--- config.mk ---
export PLATFORM = sky130hd
export DESIGN_NAME = lz_expand
export DESIGN_NICKNAME = d
export VERILOG_FILES = /design/src/rtl/clz_pkg.sv /design/src/rtl/lz_expand_stage.sv /design/src/rtl/lz_expand.sv
export SDC_FILE = /design/constraint.sdc
export NUM_CORES = 1
export LEC_CHECK = 0
export ABC_AREA = 1
export CAP_MARGIN = 20
export CORE_MARGIN = 2
export CORE_UTILIZATION = 58
export DETAILED_ROUTE_END_ITERATION = 8
export GPL_ROUTABILITY_DRIVEN = 1
export PLACE_DENSITY = 0.79
export SLEW_MARGIN = 15
export SYNTH_ARGS = -nofsm -noshare
export SYNTH_HDL_FRONTEND = slang
export SYNTH_SLANG_ARGS = --single-unit
--- constraint.sdc ---
create_clock -name clk -period 1.2 [get_ports clk]
set_input_delay 0.24 -clock clk [delete_from_list [all_inputs] [get_ports clk]]
set_output_delay 0.24 -clock clk [all_outputs]
set_load 0.01 [all_outputs]
--- src/rtl/clz_pkg.sv ---
// Shared width defaults and the per-stage payload carried through lz_expand.
// The payload is sized for the default word width.
package clz_pkg;

    localparam int CLZ_WI_SZ = 32;
    localparam int CLZ_WO_SZ = $clog2(CLZ_WI_SZ) + 1;

    typedef struct packed {
        logic [CLZ_WI_SZ-1:0] data;
        logic [CLZ_WO_SZ-1:0] cnt;
        logic                 zero;
        logic                 err;
        logic                 valid;
    } lz_stage_t;

endpackage

--- src/rtl/lz_expand_stage.sv ---
// One barrel-shifter stage: shift right by SHIFT when the low count bit is
// set, consume that bit, and register the payload under the global enable.
module lz_expand_stage
    import clz_pkg::*;
#(
    parameter int SHIFT = 1
) (
    input  logic      clk,
    input  logic      rst_n,
    input  logic      en,
    input  lz_stage_t d,
    output lz_stage_t q
);

    lz_stage_t nxt;

    always_comb begin
        nxt     = d;
        nxt.cnt = d.cnt >> 1;
        if (d.cnt[0]) begin
            nxt.data = d.data >> SHIFT;
        end
    end

    always_ff @(posedge clk or negedge rst_n) begin
        if (!rst_n) begin
            q <= '0;
        end else if (en) begin
            q <= nxt;
        end
    end

endmodule

--- src/rtl/lz_expand.sv ---
// Pipelined inverse of leading-zero normalize: out_data = in_mant >> in_cnt.
// Define LZ_EXPAND_CHECK_EN to flag beats whose mantissa is not normalized.
module lz_expand
    import clz_pkg::*;
#(
    parameter int WI_SZ = CLZ_WI_SZ,
    parameter int WO_SZ = $clog2(WI_SZ) + 1
) (
    input  logic             clk,
    input  logic             rst_n,
    input  logic             in_valid,
    output logic             in_ready,
    input  logic [WI_SZ-1:0] in_mant,
    input  logic [WO_SZ-1:0] in_cnt,
    output logic             out_valid,
    input  logic             out_ready,
    output logic [WI_SZ-1:0] out_data,
    output logic             out_err
);

    localparam int S = $clog2(WI_SZ);

    logic      en;
    lz_stage_t head;
    lz_stage_t last;
    lz_stage_t pipe [S];

    assign en       = !out_valid || out_ready;
    assign in_ready = en;

    // Counts of WI_SZ and above saturate to zero rather than wrapping.
    always_comb begin
        head       = '0;
        head.valid = in_valid;
        head.data  = CLZ_WI_SZ'(in_mant);
        head.cnt   = CLZ_WO_SZ'(in_cnt[S-1:0]);
        head.zero  = 32'(in_cnt) >= WI_SZ;
`ifdef LZ_EXPAND_CHECK_EN
        head.err   = (32'(in_cnt) < WI_SZ) ? !in_mant[WI_SZ-1]
                                           : (in_mant != '0);
`endif
    end

    for (genvar k = 0; k < S; k++) begin : g_stage
        if (k == 0) begin : g_first
            lz_expand_stage #(
                .SHIFT(1 << k)
            ) u_stage (
                .clk  (clk),
                .rst_n(rst_n),
                .en   (en),
                .d    (head),
                .q    (pipe[k])
            );
        end else begin : g_next
            lz_expand_stage #(
                .SHIFT(1 << k)
            ) u_stage (
                .clk  (clk),
                .rst_n(rst_n),
                .en   (en),
                .d    (pipe[k-1]),
                .q    (pipe[k])
            );
        end
    end

    assign last      = pipe[S-1];
    assign out_valid = last.valid;
    assign out_data  = last.zero ? '0 : last.data[WI_SZ-1:0];

`ifdef LZ_EXPAND_CHECK_EN
    assign out_err = last.err;

    always_comb begin
        assert (last.cnt == '0);
    end
`else
    assign out_err = 1'b0;

    // Every count bit is consumed by the last stage; err never leaves 0.
    always_comb begin
        assert ({last.cnt, last.err} == '0);
    end
`endif

endmodule

Word-level counts from Yosys, hierarchy flattened:

Cells that the tools add are included.

* reductions and logical operators: 2
* order comparisons: 1
* multiplexer cells: 6

Operators by type and width (count)
* 32-bit two-way mux: 6
* 6-bit greater-or-equal comparator (second input constant): 1
* 1-bit zero test: 1
* 1-bit logical OR: 1

* bits of input ports: 42
* flip-flop bits (word level): 180
* output and inout port bits: 35
* word-level logic and storage cells: 28

Depth between registers and ports, before layout:

* depth after elaboration: 2
* gate-level depth with buffers: 7

Modules after synthesis:

Synthesis repeated with hierarchy kept, for this count alone.

* cell total of the unflattened synthesis: 1357
* area, all modules: 9833.2 um2

Modules (own cells, without submodules)
* lz_expand_stage (g_stage[2].g_next.u_stage): sequential area each 1001.0 um2, area an instance 1949.4 um2, times used 1, cells an instance 267
* lz_expand_stage (g_stage[0].g_first.u_stage): sequential area each 1001.0 um2, area an instance 1936.9 um2, times used 1, cells an instance 273
* lz_expand_stage (g_stage[1].g_next.u_stage): sequential area each 1001.0 um2, area an instance 1930.6 um2, times used 1, cells an instance 271
* lz_expand_stage (g_stage[3].g_next.u_stage): sequential area each 1001.0 um2, area an instance 1884.3 um2, times used 1, cells an instance 250
* lz_expand_stage (g_stage[4].g_next.u_stage): sequential area each 1001.0 um2, area an instance 1835.5 um2, times used 1, cells an instance 224
* lz_expand: sequential area each 0.0 um2, area an instance 296.5 um2, times used 1, cells an instance 72

Worst setup path before layout:

Ideal clock, no wire load.

* kind: register -> output
* start point: register g_stage[4].g_next.u_stage.q[2] (netlist bit)
* end point: output out_data[10]
* data arrival time: 878 ps
* path slack: 82 ps
* data required time: 960 ps
* cell stages (with the launch flop): 4
* buffers on the path: 2
* path through: dfrtp_1 > clkbuf_1 > clkbuf_1 > nor2_1

* word-level cells in the longest chain between the ends: 1

RTL lines
* from (decl): line lz_expand_stage.sv:12 `output lz_stage_t q`
* from (signal assigned): line lz_expand_stage.sv:29 `q <= nxt;`
* 32-bit two-way mux: line lz_expand.sv:70 `assign out_data = last.zero ? '0 : last.data[WI_SZ-1:0];`
* to (decl): line lz_expand.sv:17 `output logic [WI_SZ-1:0] out_data,`

No other way between the ends.

Worst setup path in the final report:

* start point: register g_stage[4].g_next.u_stage.q[2] (netlist bit)
* end point: output out_data[9]

The elaborated chain is that of the path after synthesis.

==> results.md <==
• 34.6% — Sequential Power Share
• 25390 um — total length of routed wires
• 0 — Syn. warnings
• 0.96 ns — Required @ worst endpoint
• 0 — max capacitance violation total
• 12190 sq um — finished layout cell area
• flop to output pin — class of the most critical setup path
• 4506 sq um — Seq. cell area
• 59.17% — starting density of the core
• 35.98% — synthesis-to-layout area growth
• 6 — first-pass iteration count of the detailed router
• 1.39 ns — arrival time at the worst endpoint
• 24.97% — total track usage
• 17 — number of buffers created by CTS
• 75 — PortBufs
• sky130_fd_sc_hd__nand2_1 (481), sky130_fd_sc_hd__inv_1 (198), sky130_fd_sc_hd__dfrtp_1 (179) — most frequent cells in the layout
• 2 — worst-case clock buffer depth
• 128.3 um — die height
• 206 — final setup fails
• 0.8353 — Final Wtd Congestion
• 1420 — net total in the final layout
• 18.53 mW — internal cell power
• negative setup slack — violated checks
• 4 — maximum level of the CTS H-tree
• 1278 — cells after synthesis
• 6.943 nW — leakage power
• 882 — number of fill cells in the layout
• 11720 um — Detail Placement HPWL
• complete, but fails checks — result of the run
• true — setup repair after global routing missed its margin
• -0.4264 ns — post-layout worst setup margin
• 2639 nW/um^2 — PwrDens
• 180 — number of sinks on the clock net
• 1.626 ns — min Tclk post-route
• 22.43% — ratio of cells with drive above 1 in the final layout
• 135.5% — Final period util
• 1514 — dpl cells
• 0.01055 ns — maximum clock skew at final layout
• 1579 — number of standard cells in the layout, taps in and fillers out
• 0.06 ns — clock transition at the registers of the reported paths
• 77 — top-level I/O count
• 16.08 um — average detailed-routed wire length per instance
• 50.26% — sequential element share of the synthesized area
• 2 — buffer and inverter count on the worst path
• sky130_fd_sc_hd__nand2_1 — most common library cell in the layout ignoring fill and taps
• -26.24 ns — accumulated negative setup slack
• sky130_fd_sc_hd__dfrtp_1 (50%), sky130_fd_sc_hd__nand2_1 (26%), sky130_fd_sc_hd__nand3_1 (8.9%) — cell types with the largest area share after synthesis
• 0.2696 ns — smallest hold slack
• 0 — ANT nets after route
• 7.013 sq um — syn avg cell area
• 1320 — syn_nets
• 8415 — vias post-DR
• 614.8 MHz — top achievable clock speed
• 128.3 um — die outline width
• 8962 sq um — area of the mapped netlist
• output pin — CP Capture Type
• 45 — Cell Rows
• 7172 — via count of the first global-routing pass
• flop — Worst Setup Start Kind
• sky130_fd_sc_hd__clkbuf_16 — library cell used as clock root buffer
• 180 — Yosys reg bits
• 47.5% — fraction of power consumed by combinational cells
• 42.38% — net switching fraction of the power
• 0 — DRC violation count after routing
• 10140 sq um — dpl cell area
• 13.63 mW — net switching power figure
• sky130_fd_sc_hd__dfrtp_1 — leading area contributor after synthesis
• 0 — Ant. Diodes
• 8 — critical path fanouts, max
• 15150 sq um — area of the core
• 720 — DRC violation total after the first TritonRoute iteration
• 0 — sum of overflow across all layers after global routing
• 16460 sq um — area of the die
• 0 — Max Transition Viols Final
• sky130_fd_sc_hd__dfrtp_2 — CP max stage cell
• input pin to asynchronous set/reset pin — Tightest Hold Check Type
• 5.329 — number of vias per cell
• 0 — Hold Fails Final Rpt
• 0.45 ns — worst-skew pair later-pin latency
• flip-flops — family with the most delay on the worst path
• 0 — antenna violations before repair
• 0.50 ns — largest stage delay on the critical path
• 50.26% — area fraction of the dominant cell type after synthesis
• 33140 um — global-route wire length before repair
• 80.46% — Final Core Density
• 41 — maximum number of pins on one net before global-route repair
• 0.001573 V — worst-case vdd ir drop
• 17.9% — relative contribution of the clock network to total power
• 14 — count of unique library cells instantiated by Yosys
• 4009 sq um — multi-input logic area
• clkbuf_16 -> nor2_1 -> buf_2 — sequence of cells on the critical path
• done — clock tree from TritonCTS
[final cells by class]
class,count,area share (%)
timing repair inverter,3,0.5031
timing repair buffer,151,16.33
tap,188,1.930
clock buffer,18,3.522
inverter,200,6.376
multi-input combinational,825,32.90
sequential,180,36.97
clock inverter,14,1.468
[logic make-up after synthesis]
family          share of synthesized area, %
other cells                          0.04184
buf+inv                                12.80
compound gates                        0.2792
simple gates                           36.62
flops                                  50.26
[stage by stage]
step	total power, mW	setup WS, ns
final	32.16	-0.4264
after global placement	21.32	-0.3849
after global routing	34.17	-0.4698
after floorplan	17.81	0.08185
after CTS	27.49	-0.4214
after detailed placement	21.62	-0.3865
[power by group through the flow]
stage | Combinational (mW) | Sequential, mW | Clock [mW]
floorplan | 7.75 | 10.1 | 0
global placement | 10.9 | 10.4 | 0
detailed placement | 11.1 | 10.5 | 0
CTS | 11.3 | 10.4 | 5.70
global route | 16.7 | 11.4 | 6.02
finish | 15.3 | 11.1 | 5.75
[cell usage after synthesis (all sizes together)]
| cell | count |
|---|---|
| nand2 | 627 |
| inv | 200 |
| dfrtp | 180 |
| nand3 | 160 |
| buf | 64 |
| nor2 | 32 |
| clkbuf | 9 |
| o21ai | 5 |
| conb | 1 |
[worst register-to-register path: cells and delay by family, from the launching register on]
kind                   cells  cell delay [ns]
buffers and inverters      3             0.58
and+or+nand+nor            3             0.25
DFF                        1             0.41
[layer usage]
metal | part of all wire (%) | wire (um) | track usage, % | vias to the layer above
met2 | 51 | 12910 | 41.58 | 394
met1 | 38 | 9560 | 32.78 | 3924
met3 | 6.0 | 1533 | 4.925 | 114
li1 | - | - | - | 3983
met4 | 5.4 | 1382 | 9.244 | 0
met5 | 0 | 0 | 0 | -
[state kept, by name, summed over array words and instances, names as in the netlist]
signal,flops
g_stage.g_next.u_stage.q,142
g_stage.g_first.u_stage.q,38
[worst paths after layout]
path | start | endpoint | slack (ns) | cells after the start
hold / removal | rst_n | g_stage[0].g_first.u_stage.q[17]$_DFFE_PN0P_ | 0.27 | 2
setup / recovery | g_stage[4].g_next.u_stage.q[2]$_DFFE_PN0P_ | out_data[9] | -0.43 | 3
hold reg to reg | g_stage[3].g_next.u_stage.q[0]$_DFFE_PN0P_ | g_stage[4].g_next.u_stage.q[0]$_DFFE_PN0P_ | 0.45 | 2
max in group asynchronous | rst_n | g_stage[4].g_next.u_stage.q[2]$_DFFE_PN0P_ | 0.42 | 3
setup reg to reg | g_stage[4].g_next.u_stage.q[0]$_DFFE_PN0P_ | g_stage[3].g_next.u_stage.q[16]$_DFFE_PN0P_ | -0.17 | 6
min in group clk | in_cnt[4] | g_stage[0].g_first.u_stage.q[6]$_DFFE_PN0P_ | 0.34 | 3
[what timing repair did]
action,4_1_cts,5_1_grt
pin swaps,1,64
gates cloned,5,25
buffers inserted,0,2
hold buffers,1,0
gates resized for setup,151,251
endpoints found under the setup margin,86,121
hold endpoints to repair,25,0
Power figures use the tool's default switching activity.
